--- src/rtl/core_ctrl_pkg.sv ---
// Shared encodings for the core control path: forwarding selects, result
// source codes and the MDU sequencing state machine.
// No ports; imported by the hazard controller and its forwarding compare.
package core_ctrl_pkg;

  // Execute-stage source mux selects
  localparam logic [1:0] FWD_RF  = 2'b00;  // register file value
  localparam logic [1:0] FWD_WB  = 2'b01;  // ResultW from writeback
  localparam logic [1:0] FWD_MEM = 2'b10;  // ALU_ResultM from memory

  // ResultSrc encoding that marks a load
  localparam logic [1:0] RESSRC_LOAD = 2'b01;

  // MUL/DIV sequencing states
  typedef enum logic [1:0] {
    IDLE = 2'b00,
    BUSY = 2'b01,
    DONE = 2'b10
  } mdu_state_e;

endpackage

--- src/rtl/ex_hazard_controller_fwd_select.sv ---
// Forwarding compare for one execute source operand (combinational).
// Ports: rs_i source register; rd/reg_write for memory and writeback stages;
//        fwd_o mux select (memory stage wins over writeback, x0 never forwards).
module fwd_select
  import core_ctrl_pkg::*;
(
  input  logic [4:0] rs_i,
  input  logic [4:0] rd_m_i,
  input  logic       reg_write_m_i,
  input  logic [4:0] rd_w_i,
  input  logic       reg_write_w_i,
  output logic [1:0] fwd_o
);

  always_comb begin
    fwd_o = FWD_RF;
    if (reg_write_m_i && (rd_m_i != 5'd0) && (rd_m_i == rs_i)) begin
      fwd_o = FWD_MEM;
    end else if (reg_write_w_i && (rd_w_i != 5'd0) && (rd_w_i == rs_i)) begin
      fwd_o = FWD_WB;
    end
  end

endmodule

--- src/rtl/ex_hazard_controller.sv ---
// Execute-stage hazard controller: operand forwarding, load-use stall,
// branch/jump flush and MUL/DIV sequencing (freeze F/D/E, bubble EX/MEM).
// Ports: decode/execute source regs, E/M/W dest regs and write enables,
//        ResultSrcE, PCSrcE, MulDivE in; forward selects, stalls, flushes,
//        MduStart/MduBusy out. Optional HAZARD_PERF_CNT_EN adds three
//        saturating 32-bit event counters (PerfLwStall, PerfMduStall, PerfFlush).
module ex_hazard_controller
  import core_ctrl_pkg::*;
#(
  parameter int MDU_LATENCY = 4,  // total execute cycles of a MUL/DIV op, 2..32
  parameter int CNT_W       = 5   // 2**CNT_W must exceed MDU_LATENCY
) (
  input  logic       clock,
  input  logic       reset,
  input  logic [4:0] Rs1_D,
  input  logic [4:0] Rs2_D,
  input  logic [4:0] Rs1_E,
  input  logic [4:0] Rs2_E,
  input  logic [4:0] RD_E,
  input  logic [4:0] RD_M,
  input  logic [4:0] RD_W,
  input  logic       RegWriteM,
  input  logic       RegWriteW,
  input  logic [1:0] ResultSrcE,
  input  logic       PCSrcE,
  input  logic       MulDivE,
  output logic [1:0] ForwardA_E,
  output logic [1:0] ForwardB_E,
  output logic       StallF,
  output logic       StallD,
  output logic       StallE,
  output logic       FlushD,
  output logic       FlushE,
  output logic       FlushM,
  output logic       MduStart,
  output logic       MduBusy
`ifdef HAZARD_PERF_CNT_EN
  ,
  output logic [31:0] PerfLwStall,
  output logic [31:0] PerfMduStall,
  output logic [31:0] PerfFlush
`endif
);

  localparam logic [CNT_W-1:0] CNT_LOAD = CNT_W'(MDU_LATENCY - 1);
  localparam logic [CNT_W-1:0] CNT_TWO  = CNT_W'(2);

  mdu_state_e       state_q;
  logic [CNT_W-1:0] cnt_q;
  logic             lw_stall;
  logic             mdu_hold;

  fwd_select u_fwd_a (
    .rs_i          (Rs1_E),
    .rd_m_i        (RD_M),
    .reg_write_m_i (RegWriteM),
    .rd_w_i        (RD_W),
    .reg_write_w_i (RegWriteW),
    .fwd_o         (ForwardA_E)
  );

  fwd_select u_fwd_b (
    .rs_i          (Rs2_E),
    .rd_m_i        (RD_M),
    .reg_write_m_i (RegWriteM),
    .rd_w_i        (RD_W),
    .reg_write_w_i (RegWriteW),
    .fwd_o         (ForwardB_E)
  );

  assign lw_stall = (ResultSrcE == RESSRC_LOAD) && (RD_E != 5'd0) &&
                    ((RD_E == Rs1_D) || (RD_E == Rs2_D));

  // The op is held in execute for every cycle except the last (DONE).
  assign mdu_hold = MulDivE && ((state_q == IDLE) || (state_q == BUSY));
  assign MduStart = (state_q == IDLE) && MulDivE && !PCSrcE;
  assign MduBusy  = (state_q != IDLE);

  assign StallF = lw_stall | mdu_hold;
  assign StallD = lw_stall | mdu_hold;
  assign StallE = mdu_hold;
  assign FlushM = mdu_hold;
  assign FlushD = PCSrcE;
  // Execute is frozen during an MDU hold, so a pending load-use bubble waits.
  assign FlushE = PCSrcE | (lw_stall & !mdu_hold);

  // Counter holds the remaining execute cycles; DONE is entered when it
  // would reach 1. With MDU_LATENCY==2 the load value is already 1, so the
  // sequence goes straight to DONE to keep the latency exact.
  always_ff @(posedge clock or posedge reset) begin
    if (reset) begin
      state_q <= IDLE;
      cnt_q   <= '0;
    end else begin
      case (state_q)
        IDLE: begin
          if (MduStart) begin
            cnt_q   <= CNT_LOAD;
            state_q <= (MDU_LATENCY == 2) ? DONE : BUSY;
          end
        end
        BUSY: begin
          cnt_q <= cnt_q - 1'b1;
          if (cnt_q == CNT_TWO) begin
            state_q <= DONE;
          end
        end
        DONE: begin
          cnt_q   <= '0;
          state_q <= IDLE;
        end
        default: begin
          cnt_q   <= '0;
          state_q <= IDLE;
        end
      endcase
    end
  end

`ifdef HAZARD_PERF_CNT_EN
  always_ff @(posedge clock or posedge reset) begin
    if (reset) begin
      PerfLwStall  <= '0;
      PerfMduStall <= '0;
      PerfFlush    <= '0;
    end else begin
      if (lw_stall && !mdu_hold && (PerfLwStall != 32'hFFFF_FFFF)) begin
        PerfLwStall <= PerfLwStall + 32'd1;
      end
      if (mdu_hold && (PerfMduStall != 32'hFFFF_FFFF)) begin
        PerfMduStall <= PerfMduStall + 32'd1;
      end
      if (PCSrcE && (PerfFlush != 32'hFFFF_FFFF)) begin
        PerfFlush <= PerfFlush + 32'd1;
      end
    end
  end
`endif

endmodule
--- config.mk ---
export PLATFORM = sky130hd
export DESIGN_NAME = ex_hazard_controller
export DESIGN_NICKNAME = d
export VERILOG_FILES = /design/src/rtl/core_ctrl_pkg.sv /design/src/rtl/ex_hazard_controller_fwd_select.sv /design/src/rtl/ex_hazard_controller.sv
export SDC_FILE = /design/constraint.sdc
export NUM_CORES = 1
export LEC_CHECK = 0
export ABC_AREA = 1
export CAP_MARGIN = 20
export CORE_AREA = 5 5 54 56
export DETAILED_ROUTE_END_ITERATION = 7
export DIE_AREA = 0 0 59 61
export PLACE_DENSITY = 0.82
export SYNTH_ARGS = -nofsm -noshare
export SYNTH_HDL_FRONTEND = slang
export SYNTH_SLANG_ARGS = --single-unit
--- constraint.sdc ---
create_clock -name clock -period 1.8 [get_ports clock]
set_input_delay 0.36 -clock clock [delete_from_list [all_inputs] [get_ports clock]]
set_output_delay 0.36 -clock clock [all_outputs]
set_load 0.01 [all_outputs]
Word-level counts from Yosys, hierarchy flattened:

Index checks and enable logic that the tools add are counted.

* input port bits: 43
* bits in writable memories: 0
* bits in read-only memories: 0
* flip-flop bits (word level): 7
* bits in latches: 0
* memories: 0

* shift operators: 0
* add/sub/neg operators: 1
* eq/ne operators: 11
* reductions and logical operators: 21
* div/mod/pow operators: 0
* multiply operators: 0
* bitwise gates (word level): 3
* mux-type cells: 9
* order comparisons: 0

Operators with widths (number)
* equality test 5 bit: 6
* nonzero test 5 bit: 3
* logical AND 1 bit: 11
* case mux 5 bit (2 select lines): 1
* 2-to-1 mux 2 bit: 4
* equality test 5 x 2 -> 1 bit, second input constant: 1
* 2-to-1 mux 5 bit: 1
* subtractor 5 x 1 -> 5 bit, second input constant: 1
* equality test 2 x 1 -> 1 bit, second input constant: 2
* case mux 2 bit (2 select lines): 1
* logical NOT 1 bit: 2
* logical NOT 2 bit: 1
* logical OR 1 bit: 2
* 2-to-1 mux 1 bit: 2
* != test 2 x 1 -> 1 bit, second input constant: 1
* != test 2 bit, second input constant: 1
* OR 1 bit: 2
* AND reduction 2 bit: 1
* nonzero test 2 bit: 1
* bitwise AND 1 bit: 1

Logic depth before layout (Yosys ltp):

Gate-level depths: netlist (run 1).

* depth in word-level cells: 6
* mapped depth: 9

By module:

From an unflattened synthesis (run 1), not the netlist that was laid out.

* cells, all modules: 204
* area, all modules: 1054.8 µm²

By module, submodules not included
* ex_hazard_controller: cells an instance 104, area each 626.9 µm², instances 1
* fwd_select: cells an instance 50, area each 214.0 µm², instances 2

Least setup slack after synthesis (run 1):

Ideal clock, no wire load.

* kind: reg2out
* start point: reg state_q[1]
* end point: out StallF
* required time: 1.440 ns
* path slack: 0.445 ns
* cell stages (with the launch flop): 5
* arrival time: 0.995 ns
* cells stage by stage: dfrtp_1 nor2_1 inv_1 nand2_1 buf_4

* longest elaborated chain between the ends: 4

Ends and longest elaborated chain
* start, declared: line ex_hazard_controller.sv:48 `mdu_state_e state_q;`
* start signal, assigned: line ex_hazard_controller.sv:99 `state_q <= (MDU_LATENCY == 2) ? DONE : BUSY;`
* equality test 2 x 1 -> 1 bit / logical NOT 2 bit (equally long branches): line ex_hazard_controller.sv:75 `assign mdu_hold = MulDivE && ((state_q == IDLE) || (state_q == BUSY));`
* logical OR 1 bit *: line ex_hazard_controller.sv:75
* logical AND 1 bit *: line ex_hazard_controller.sv:75
* net FlushM: line ex_hazard_controller.sv:34 `output logic FlushM,`
* OR 1 bit *
* end, declared: line ex_hazard_controller.sv:29 `output logic StallF,`

The timed path passes the listed nets; every way through them passes the cells marked *.

Worst setup path after layout (run 1):

* start point: in RD_M[4]
* end point: out ForwardA_E[0]

* longest elaborated chain between the ends: 4

Ends and longest elaborated chain
* start, declared: line ex_hazard_controller.sv:20 `input logic [4:0] RD_M,`
* nonzero test 5 bit: line ex_hazard_controller_fwd_select.sv:17 `if (reg_write_m_i && (rd_m_i != 5'd0) && (rd_m_i == rs_i)) begin`
* logical AND 1 bit: line ex_hazard_controller_fwd_select.sv:17
* logical AND 1 bit *: line ex_hazard_controller_fwd_select.sv:17
* 2-to-1 mux 2 bit *: line ex_hazard_controller_fwd_select.sv:17
* end, declared: line ex_hazard_controller.sv:27 `output logic [1:0] ForwardA_E,`

Mark *: on every way between the ends. The rest lies on a longest branch, timed or not.

==> impl_metrics.yaml, run 1 <==
final_layout:
  insertedDiodeCount: 0
  layout.filler_cells: 232
  multi_input_logic_area_sq_um: 632
  layout.area.seq_sq_um: 176
  utilization_pct: 62.2
  flow.area_growth_from_synthesis_pct: 64.6
  post_route_cells_drive_above_1_share_pct: 20.9
  finish.cell_count_without_fillers: 241
  fin_nets: 257
logic_synthesis:
  ys_async_sr_fraction_pct: 100
  synth_enable_flop_cells: 0
  netlist_area_sq_um: 902
  synth-main-ff-cell: "dfrtp_1"
  post-synth-top-area-cell: "dfrtp_1"
  synth_nets: 192
  ys_top_cells_by_count: "35 x nand2_1, 22 x nor2_1, 15 x inv_1, 15 x xnor2_1, 11 x nand3_1"
  synth.top_cells.by_area: "dfrtp_1 19%, nand2_1 15%, xnor2_1 15%"
  synth_cell_type_count: 21
  synth_seq_cells: 7
  sequential_share_of_the_synthesized_area_pct: 19.4
  synthesis.yosys.warnings: 0
  yosys_top_cell_area_share_pct: 19.4
  post_synth.cell_area_avg_sq_um: 6.14
  post_synth_inst_count: 147
  synthMostInstantiatedCell: "nand2_1"
power_and_ir_drop:
  total_leakage_power_uw: 0.000808
  power_per_cell_area_nw_per_um2: 719
  ir_drop_uv: 667
  pwr_total_uw: 1070
sta:
  timing.final.max_slew_violations: 0
  tmin_final_ps: 1780
  final-hold-violation-count: 0
  layout_worst_path_cycle_share_pct: 98.7
  clock.fmax_mhz: 563
  worst_slew_pin_slew_ps: 276
  worst_hold_slack_ps: 340
  rsz0062_at_grt: "true"
  setup_viol: 0
  clock-skew-final_ps: 1.82
  fin_tns_setup_ps: 0
  worst_slew_margin_rel_pct: 81.6
status:
  run_status: "completed"
routing:
  wl_mm: 2.97
  route.detailed.drc: 0
  wire_per_inst_microns: 12.3
  antenna_violating_nets_post_route: 0
  drt-initial-drc-count: 19
  total_via_count_in_the_routed_design: 1156
  dr.pass1.iters: 4
  viasPerCell: 4.80
grt:
  global_route_wire_length_before_repair_mm: 4.70
  grt_total_usage_pct: 16.8
  overflow: 0
  first_global_vias: 1233
  antenna_found_initial: 0
  largest_net_degree_at_the_start_of_global_routing: 8
critical_path:
  cp.arrival_ps: 1420
  timing.reg2reg.worst_path_depth: 5
  worst_r2r_startpoint: "cnt_q[0]$_DFFE_PP0P_"
  crit_path_end: "ForwardA_E[0]"
  crit_fanout: 3
  critPathLaunch: "RD_M[4]"
  timing.critical_path.to_type: "output pin"
  crit_required_ps: 1440
  reg2reg_setup_slack_ps: 630
  critical_path.reg2reg.endpoint: "cnt_q[4]$_DFFE_PP0P_"
  worst_setup_path_start_kind: "input pin"
  timing_worst_setup_path_type: "in2out"
cts:
  clock_tree.htree_level_count: 1
  post_cts_hold_buffer_count: 0
  clock_sinks: 7
  tritoncts_clock_tree: "yes"
  clock_slew_at_reported_path_ffs_ps: 50
  cts.path.max_buffers: 2
  cts_inserted_buffers: 3
  worst_skew_pair_latency_ps: 250
  cts_root_buf: "clkbuf_4"
placement:
  dp_cells: 235
  port_buffers: 54
  dp_hpwl_mm: 2.48
  routabilityCongestion: 0.896
die:
  initial_core_util_pct: 37.8
  core-area_sq_um: 2390
  area_of_the_die_sq_um: 3600
  chip_width_microns: 59
  floorplan.rows: 18
  chipHeight_microns: 61
  design.portCount: 55
min_path:
  min_path_type: "in2async"
job:
  cap_viol_max_count: 0
-- flip-flops by register name, indices dropped and copies added, names as in the netlist --
name,flops
state_q,2
cnt_q,5
-- cell families (layout without fill, tap and decap cells) --
| group | Yosys count | in the layout | synth area share [%] |
|---|---|---|---|
| buffers and inverters | 28 | 92 | 12.9 |
| XOR/XNOR | 22 | 22 | 21.4 |
| AND/OR/NAND/NOR | 76 | 76 | 36.1 |
| flip-flops | 7 | 7 | 19.4 |
| AO/OA/AOI/OAI | 12 | 12 | 7.49 |
| adder cells (fa/ha/maj) | 2 | 2 | 2.77 |
-- layer usage --
metal / routed length (microns) / vias to the layer above / track usage, %
met5: 0 / - / 0
met4: 119 / 0 / 8.41
met3: 267 / 14 / 2.77
met2: 1520 / 62 / 34.1
met1: 1060 / 503 / 15.9
li1: - / 577 / -
-- placed cells by master (no fill, tap or decap) --
cell,instances
inv_2,9
xor2_1,7
nor3_2,2
nand3_1,11
clkbuf_4,3
ha_1,2
dfrtp_1,6
o21ai_0,1
dlygate4sd2_1,29
nor2_1,19
dfrtp_2,1
clkinv_1,1
inv_1,15
clkbuf_2,6
nand3b_1,1
a221oi_1,1
nor3_4,1
buf_2,6
xnor2_1,15
nand2_1,34
nor2_2,5
nor3_1,1
nand2_2,1
a21oi_1,3
nand4_1,1
clkbuf_1,1
clkdlybuf4s50_1,9
o21ai_2,1
o21ai_1,6
buf_4,9
dlymetal6s2s_1,3
clkdlybuf4s15_1,1
-- metrics by stage --
step	setup WS, ps	area [sq um]
after floorplan	445	902
after global placement	-550	1510
after detailed placement	-573	1510
after CTS	-59.4	1480
after global routing	-27.9	1490
final	23.7	1490
-- critical path, cell delays in order --
cell and delay, ps:
clkdlybuf4s15_1 250, xnor2_1 210, nand3_1 160, nor3_4 230
nor2_1 60, buf_2 140
-- report_power, final --
part,switching [uW],leakage (uW),internal (uW)
Combinational,354,0.000706,285
Clock,56.6,0.0000150,84.5
Sequential,62.3,0.0000872,226
-- final cells by class --
class | instances | area share, %
Clock buffer | 4 | 1.77
Inverter | 25 | 6.32
Multi-Input combinational cell | 112 | 42.5
Sequential cell | 7 | 11.9
Tap cell | 30 | 2.53
Timing Repair Buffer | 63 | 35.0
-- what timing repair did --
| action | 4_1_cts | 5_1_grt |
|---|---|---|
| gates cloned | 0 | 0 |
| gates resized for setup | 62 | 21 |
| pin swaps | 12 | 4 |
| buffers inserted | 1 | 1 |
| setup endpoints to repair | 11 | 8 |
-- worst min path at each step --
stage,startpoint,end,slack [ps],cells after the start
2_1_floorplan,reset,cnt_q[0]$_DFFE_PP0P_,160,1
3_3_place_gp,cnt_q[0]$_DFFE_PP0P_,cnt_q[0]$_DFFE_PP0P_,470,1
3_5_place_dp,cnt_q[2]$_DFFE_PP0P_,cnt_q[2]$_DFFE_PP0P_,500,1
4_1_cts,reset,cnt_q[1]$_DFFE_PP0P_,340,2
5_1_grt,reset,cnt_q[1]$_DFFE_PP0P_,360,2
6_report,reset,state_q[0]$_DFFE_PP0P_,340,2
Note: power is estimated with default switching activity, not from simulation.
==> inputs of run 2 (changes only) <==
Settings changed: PLACE_DENSITY 0.82 to 0.94.
==> impl_metrics.yaml, run 2 (synthesized netlist as in run 1, its figures left out) <==
power_and_ir_drop:
  comb_power_share_pct: 58.9
  ir_drop_uv: 1040
  share_seq_of_total_power_pct: 27.4
  int_power_uw: 593
  power_switching_share_pct: 43.5
  switchingPower_uw: 456
  total_leakage_power_uw: 0.000795
  power_per_cell_area_nw_per_um2: 705
  pwr-share-clk_pct: 13.6
critical_path:
  worst_r2r_startpoint: "cnt_q[0]$_DFFE_PP0P_"
  crit_fanout: 4
  timing_worst_setup_path_type: "reg2out"
  timing.critical_path.to_type: "output pin"
  cp.arrival_ps: 1400
  critPathLaunch: "state_q[1]$_DFFE_PP0P_"
  worst_setup_path_start_kind: "flop"
  crit_required_ps: 1440
cts:
  cts.path.max_buffers: 2
  tritoncts_clock_tree: "yes"
  cts_root_buf: "clkbuf_4"
  clock_tree.htree_level_count: 1
  clock_sinks: 7
  cts_inserted_buffers: 3
  clock_slew_at_reported_path_ffs_ps: 50
  worst_skew_pair_latency_ps: 250
final_layout:
  biggestRegsByFlops: "cnt_q x5, state_q x2"
  max_flop_register: "cnt_q"
  post_route_cells_drive_above_1_share_pct: 18.1
  utilization_pct: 62.3
  fin_nets: 256
  flow.area_growth_from_synthesis_pct: 64.9
  largest_register_ffs: 5
  insertedDiodeCount: 0
  leading_cell_type_in_the_layout_fill_and_taps_excluded: "nand2_1"
  layout.cells.most_common_list: "35 x nand2_1, 32 x dlygate4sd2_1, 20 x nor2_1, 15 x inv_1, 14 x xnor2_1"
  finish.cell_count_without_fillers: 240
placement:
  dp_hpwl_mm: 2.35
  dp_cells: 236
  port_buffers: 54
  routabilityCongestion: 0.845
min_path:
  min_path_type: "in2async"
sta:
  timing.final.max_slew_violations: 0
  layout_worst_path_cycle_share_pct: 97.5
  worst_hold_slack_ps: 345
  clock-skew-final_ps: 0.289
  fin_tns_setup_ps: 0
  rsz0062_at_grt: "true"
  setup_viol: 0
  clock.fmax_mhz: 570
  tmin_final_ps: 1760
  final-hold-violation-count: 0
  worst_slew_pin_slew_ps: 280
  worst_slew_margin_rel_pct: 81.3
die:
  core-area_sq_um: 2390
  chipHeight_microns: 61
  area_of_the_die_sq_um: 3600
  initial_core_util_pct: 37.8
  floorplan.rows: 18
  design.portCount: 55
  chip_width_microns: 59
routing:
  wire_per_inst_microns: 11.3
  drt-initial-drc-count: 35
  dr.pass1.iters: 5
  antenna_violating_nets_post_route: 0
  total_via_count_in_the_routed_design: 1094
  wl_mm: 2.70
  route.detailed.drc: 0
  viasPerCell: 4.56
grt:
  overflow: 0
  antenna_found_initial: 0
  largest_net_degree_at_the_start_of_global_routing: 8
  first_global_vias: 1020
  grt_total_usage_pct: 15.9
  global_route_wire_length_before_repair_mm: 4.37
job:
  cap_viol_max_count: 0
status:
  run_status: "completed"
## run 2: what timing repair did
action                                  in CTS  in global routing
pin swaps                                   12                  8
hold endpoints to repair                     0                  0
gates cloned                                 0                  0
setup buffers                                0                  0
hold buffers                                 0                  0
endpoints found under the setup margin      11                  9
gates resized for setup                     65                 11
## run 2: layout make-up
cell class / count / area, sq um
fillers: 237 / 900
multi-input cells: 112 / 628
repair buffers: 62 / 526
flip-flops and latches: 7 / 176
inverters: 25 / 93.8
well taps: 30 / 37.5
clock buffers: 4 / 26.3
## run 2: power by group through the flow
stage / logic, uW / registers [uW] / clock network, uW
3_5_place_dp: 666 / 283 / 0
3_3_place_gp: 638 / 278 / 0
4_1_cts: 623 / 282 / 148
2_1_floorplan: 389 / 267 / 0
5_1_grt: 703 / 300 / 160
6_report: 618 / 288 / 143
## run 2: worst max-delay path: stages (launching register included)
cell and delay [ps]:
dfrtp_2 440, nor2_2 160, inv_2 70, clkdlybuf4s50_1 480
## run 2: final timing paths
path	end	slack [ps]	depth (start not counted)
max in group asynchronous	state_q[1]$_DFFE_PP0P_	1220	2
min in group clock	cnt_q[0]$_DFFE_PP0P_	480	1
min	cnt_q[0]$_DFFE_PP0P_	350	2
max	MduBusy	40	3
max reg2reg	cnt_q[1]$_DFFE_PP0P_	630	3
min reg2reg	cnt_q[0]$_DFFE_PP0P_	480	1
## run 2: per-stage QoR
step           total power [uW]  instance area [sq um]  worst slack (ps)
6_report                   1050                   1490              44.5
5_1_grt                    1160                   1490             -23.2
2_1_floorplan               656                    902               445
3_5_place_dp                948                   1520              -559
3_3_place_gp                916                   1520              -520
4_1_cts                    1050                   1490              5.20
## run 2: metal layers
metal / routed length, microns / part of all wire, % / up-vias / global-route usage, %
met5: 0 / 0 / - / 0
met2: 1360 / 50 / 46 / 29.3
met4: 15 / 0.56 / 0 / 1.94
met3: 258 / 9.6 / 2 / 5.96
li1: - / - / 578 / -
met1: 1060 / 39 / 468 / 18.0
==> inputs of run 3 (changes only) <==
Settings changed: SKIP_LAST_GASP set to 1.
==> impl_metrics.yaml, run 3 (synthesized netlist as in run 1, its figures left out) <==
cts:
  cts_setup_buffers: 0
  worst_skew_pair_latency_ps: 250
  cts.path.max_buffers: 2
  clock_sinks: 7
  tritoncts_clock_tree: "yes"
  cts_root_buf: "clkbuf_4"
  clock_slew_at_reported_path_ffs_ps: 50
  cts_inserted_buffers: 3
  clock_tree.htree_level_count: 1
critical_path:
  critical-path-max-stage-delay_ps: 480
  critical-path-slowest-cell: "clkdlybuf4s50_1"
  critical_path.top_delay_family: "buffers and inverters"
  crit_required_ps: 1440
  crit_fanout: 4
  timing.critical_path.to_type: "output pin"
  timing_worst_setup_path_type: "reg2out"
  cp.arrival_ps: 1400
  worstPathCellList: "nor2_2 -> inv_2 -> clkdlybuf4s50_1"
  critical_path.n_buffers_inverters: 2
  worst_setup_path_start_kind: "flop"
sta:
  clock-skew-final_ps: 0.289
  worst_slew_margin_rel_pct: 81.3
  clock.fmax_mhz: 570
  timing.final.max_slew_violations: 0
  layout_worst_path_cycle_share_pct: 97.5
  fin_tns_setup_ps: 0
  worst_slew_pin_slew_ps: 280
  final-hold-violation-count: 0
  setup_viol: 0
  worst_hold_slack_ps: 345
  tmin_final_ps: 1760
die:
  area_of_the_die_sq_um: 3600
  design.portCount: 55
  floorplan.rows: 18
  core-area_sq_um: 2390
  initial_core_util_pct: 37.8
  chip_width_microns: 59
  chipHeight_microns: 61
power_and_ir_drop:
  ir_drop_uv: 1050
  power_per_cell_area_nw_per_um2: 705
  total_leakage_power_uw: 0.000797
grt:
  antenna_found_initial: 0
  overflow: 0
  grt_total_usage_pct: 15.9
  global_route_wire_length_before_repair_mm: 4.37
  largest_net_degree_at_the_start_of_global_routing: 8
  first_global_vias: 1020
placement:
  placed_area_sq_um: 1520
  routabilityCongestion: 0.845
  port_buffers: 54
  dp_hpwl_mm: 2.35
routing:
  route.detailed.drc: 0
  viasPerCell: 4.59
  dr.pass1.iters: 4
  total_via_count_in_the_routed_design: 1101
  wl_mm: 2.71
  antenna_violating_nets_post_route: 0
  drt-initial-drc-count: 19
  wire_per_inst_microns: 11.3
final_layout:
  layout.cells.most_common_list: "35 x nand2_1, 28 x dlygate4sd2_1, 20 x nor2_1, 15 x inv_1, 13 x xnor2_1"
  layout.cell_area.non_filler_sq_um: 1490
  post_route_cells_drive_above_1_share_pct: 19.5
  largest_register_ffs: 5
  biggestRegsByFlops: "cnt_q x5, state_q x2"
  max_flop_register: "cnt_q"
  leading_cell_type_in_the_layout_fill_and_taps_excluded: "nand2_1"
  insertedDiodeCount: 0
  fin_nets: 256
  flow.area_growth_from_synthesis_pct: 65.2
job:
  cap_viol_max_count: 0
status:
  run_status: "completed"
min_path:
  min_path_type: "in2async"
run 3: cell types whose count changed in the layout (fill, tap and decap cells not counted), sizes merged:
cell           before  now
clkbuf              7   10
clkdlybuf4s15       4    6
dlygate4sd2        32   28
buf                13   12
run 3: power breakdown:
part           switching [uW]  internal (uW)
combinational             337            284
sequential               62.1            226
clock                    58.1           84.6
total                     457            594
run 3: final cells by class:
class	count	area (sq um)
tap	30	37.5
multi-input combinational	112	636
sequential	7	176
fill	234	897
clock buffer	4	26.3
inverter	25	93.8
timing repair buffer	62	520
run 3: routing by layer:
layer,wire length [microns],vias to the layer above,track usage (%)
li1,-,578,-
met1,1030,469,18.0
met2,1370,48,29.3
met3,287,6,5.96
met4,20,0,1.94
met5,0,-,0
run 3: repair_timing:
item / 4_1_cts / 5_1_grt
hold buffers: 0 / 0
resized for setup: 63 / 19
setup endpoints to repair: 11 / 9
pin swaps: 12 / 15
run 3: final timing paths:
path,startpoint,end,slack (ps),depth (start not counted)
setup / recovery,state_q[1]$_DFFE_PP0P_,MduBusy,40,3
hold / removal,reset,cnt_q[0]$_DFFE_PP0P_,350,2
setup reg to reg,cnt_q[0]$_DFFE_PP0P_,cnt_q[1]$_DFFE_PP0P_,630,3
hold reg to reg,cnt_q[0]$_DFFE_PP0P_,cnt_q[0]$_DFFE_PP0P_,480,1
max in group asynchronous,reset,state_q[1]$_DFFE_PP0P_,1220,2
min in group clock,cnt_q[0]$_DFFE_PP0P_,cnt_q[0]$_DFFE_PP0P_,480,1
run 3: worst reg2reg max path: stages (launching register included):
cell and delay (ps):
dfrtp_1 390, inv_1 120, ha_1 250, a221oi_1 300
run 3: stage by stage:
step | utilization [%] | std cells | total power (uW) | setup slack [ps]
after floorplan | - | 147 | 656 | 445
after global placement | 63.6 | 236 | 916 | -520
after detailed placement | 63.6 | 236 | 948 | -559
after CTS | 62.6 | 240 | 1060 | -62.1
after global routing | 62.4 | 240 | 1170 | -23.2
final | 62.4 | 240 | 1050 | 44.5
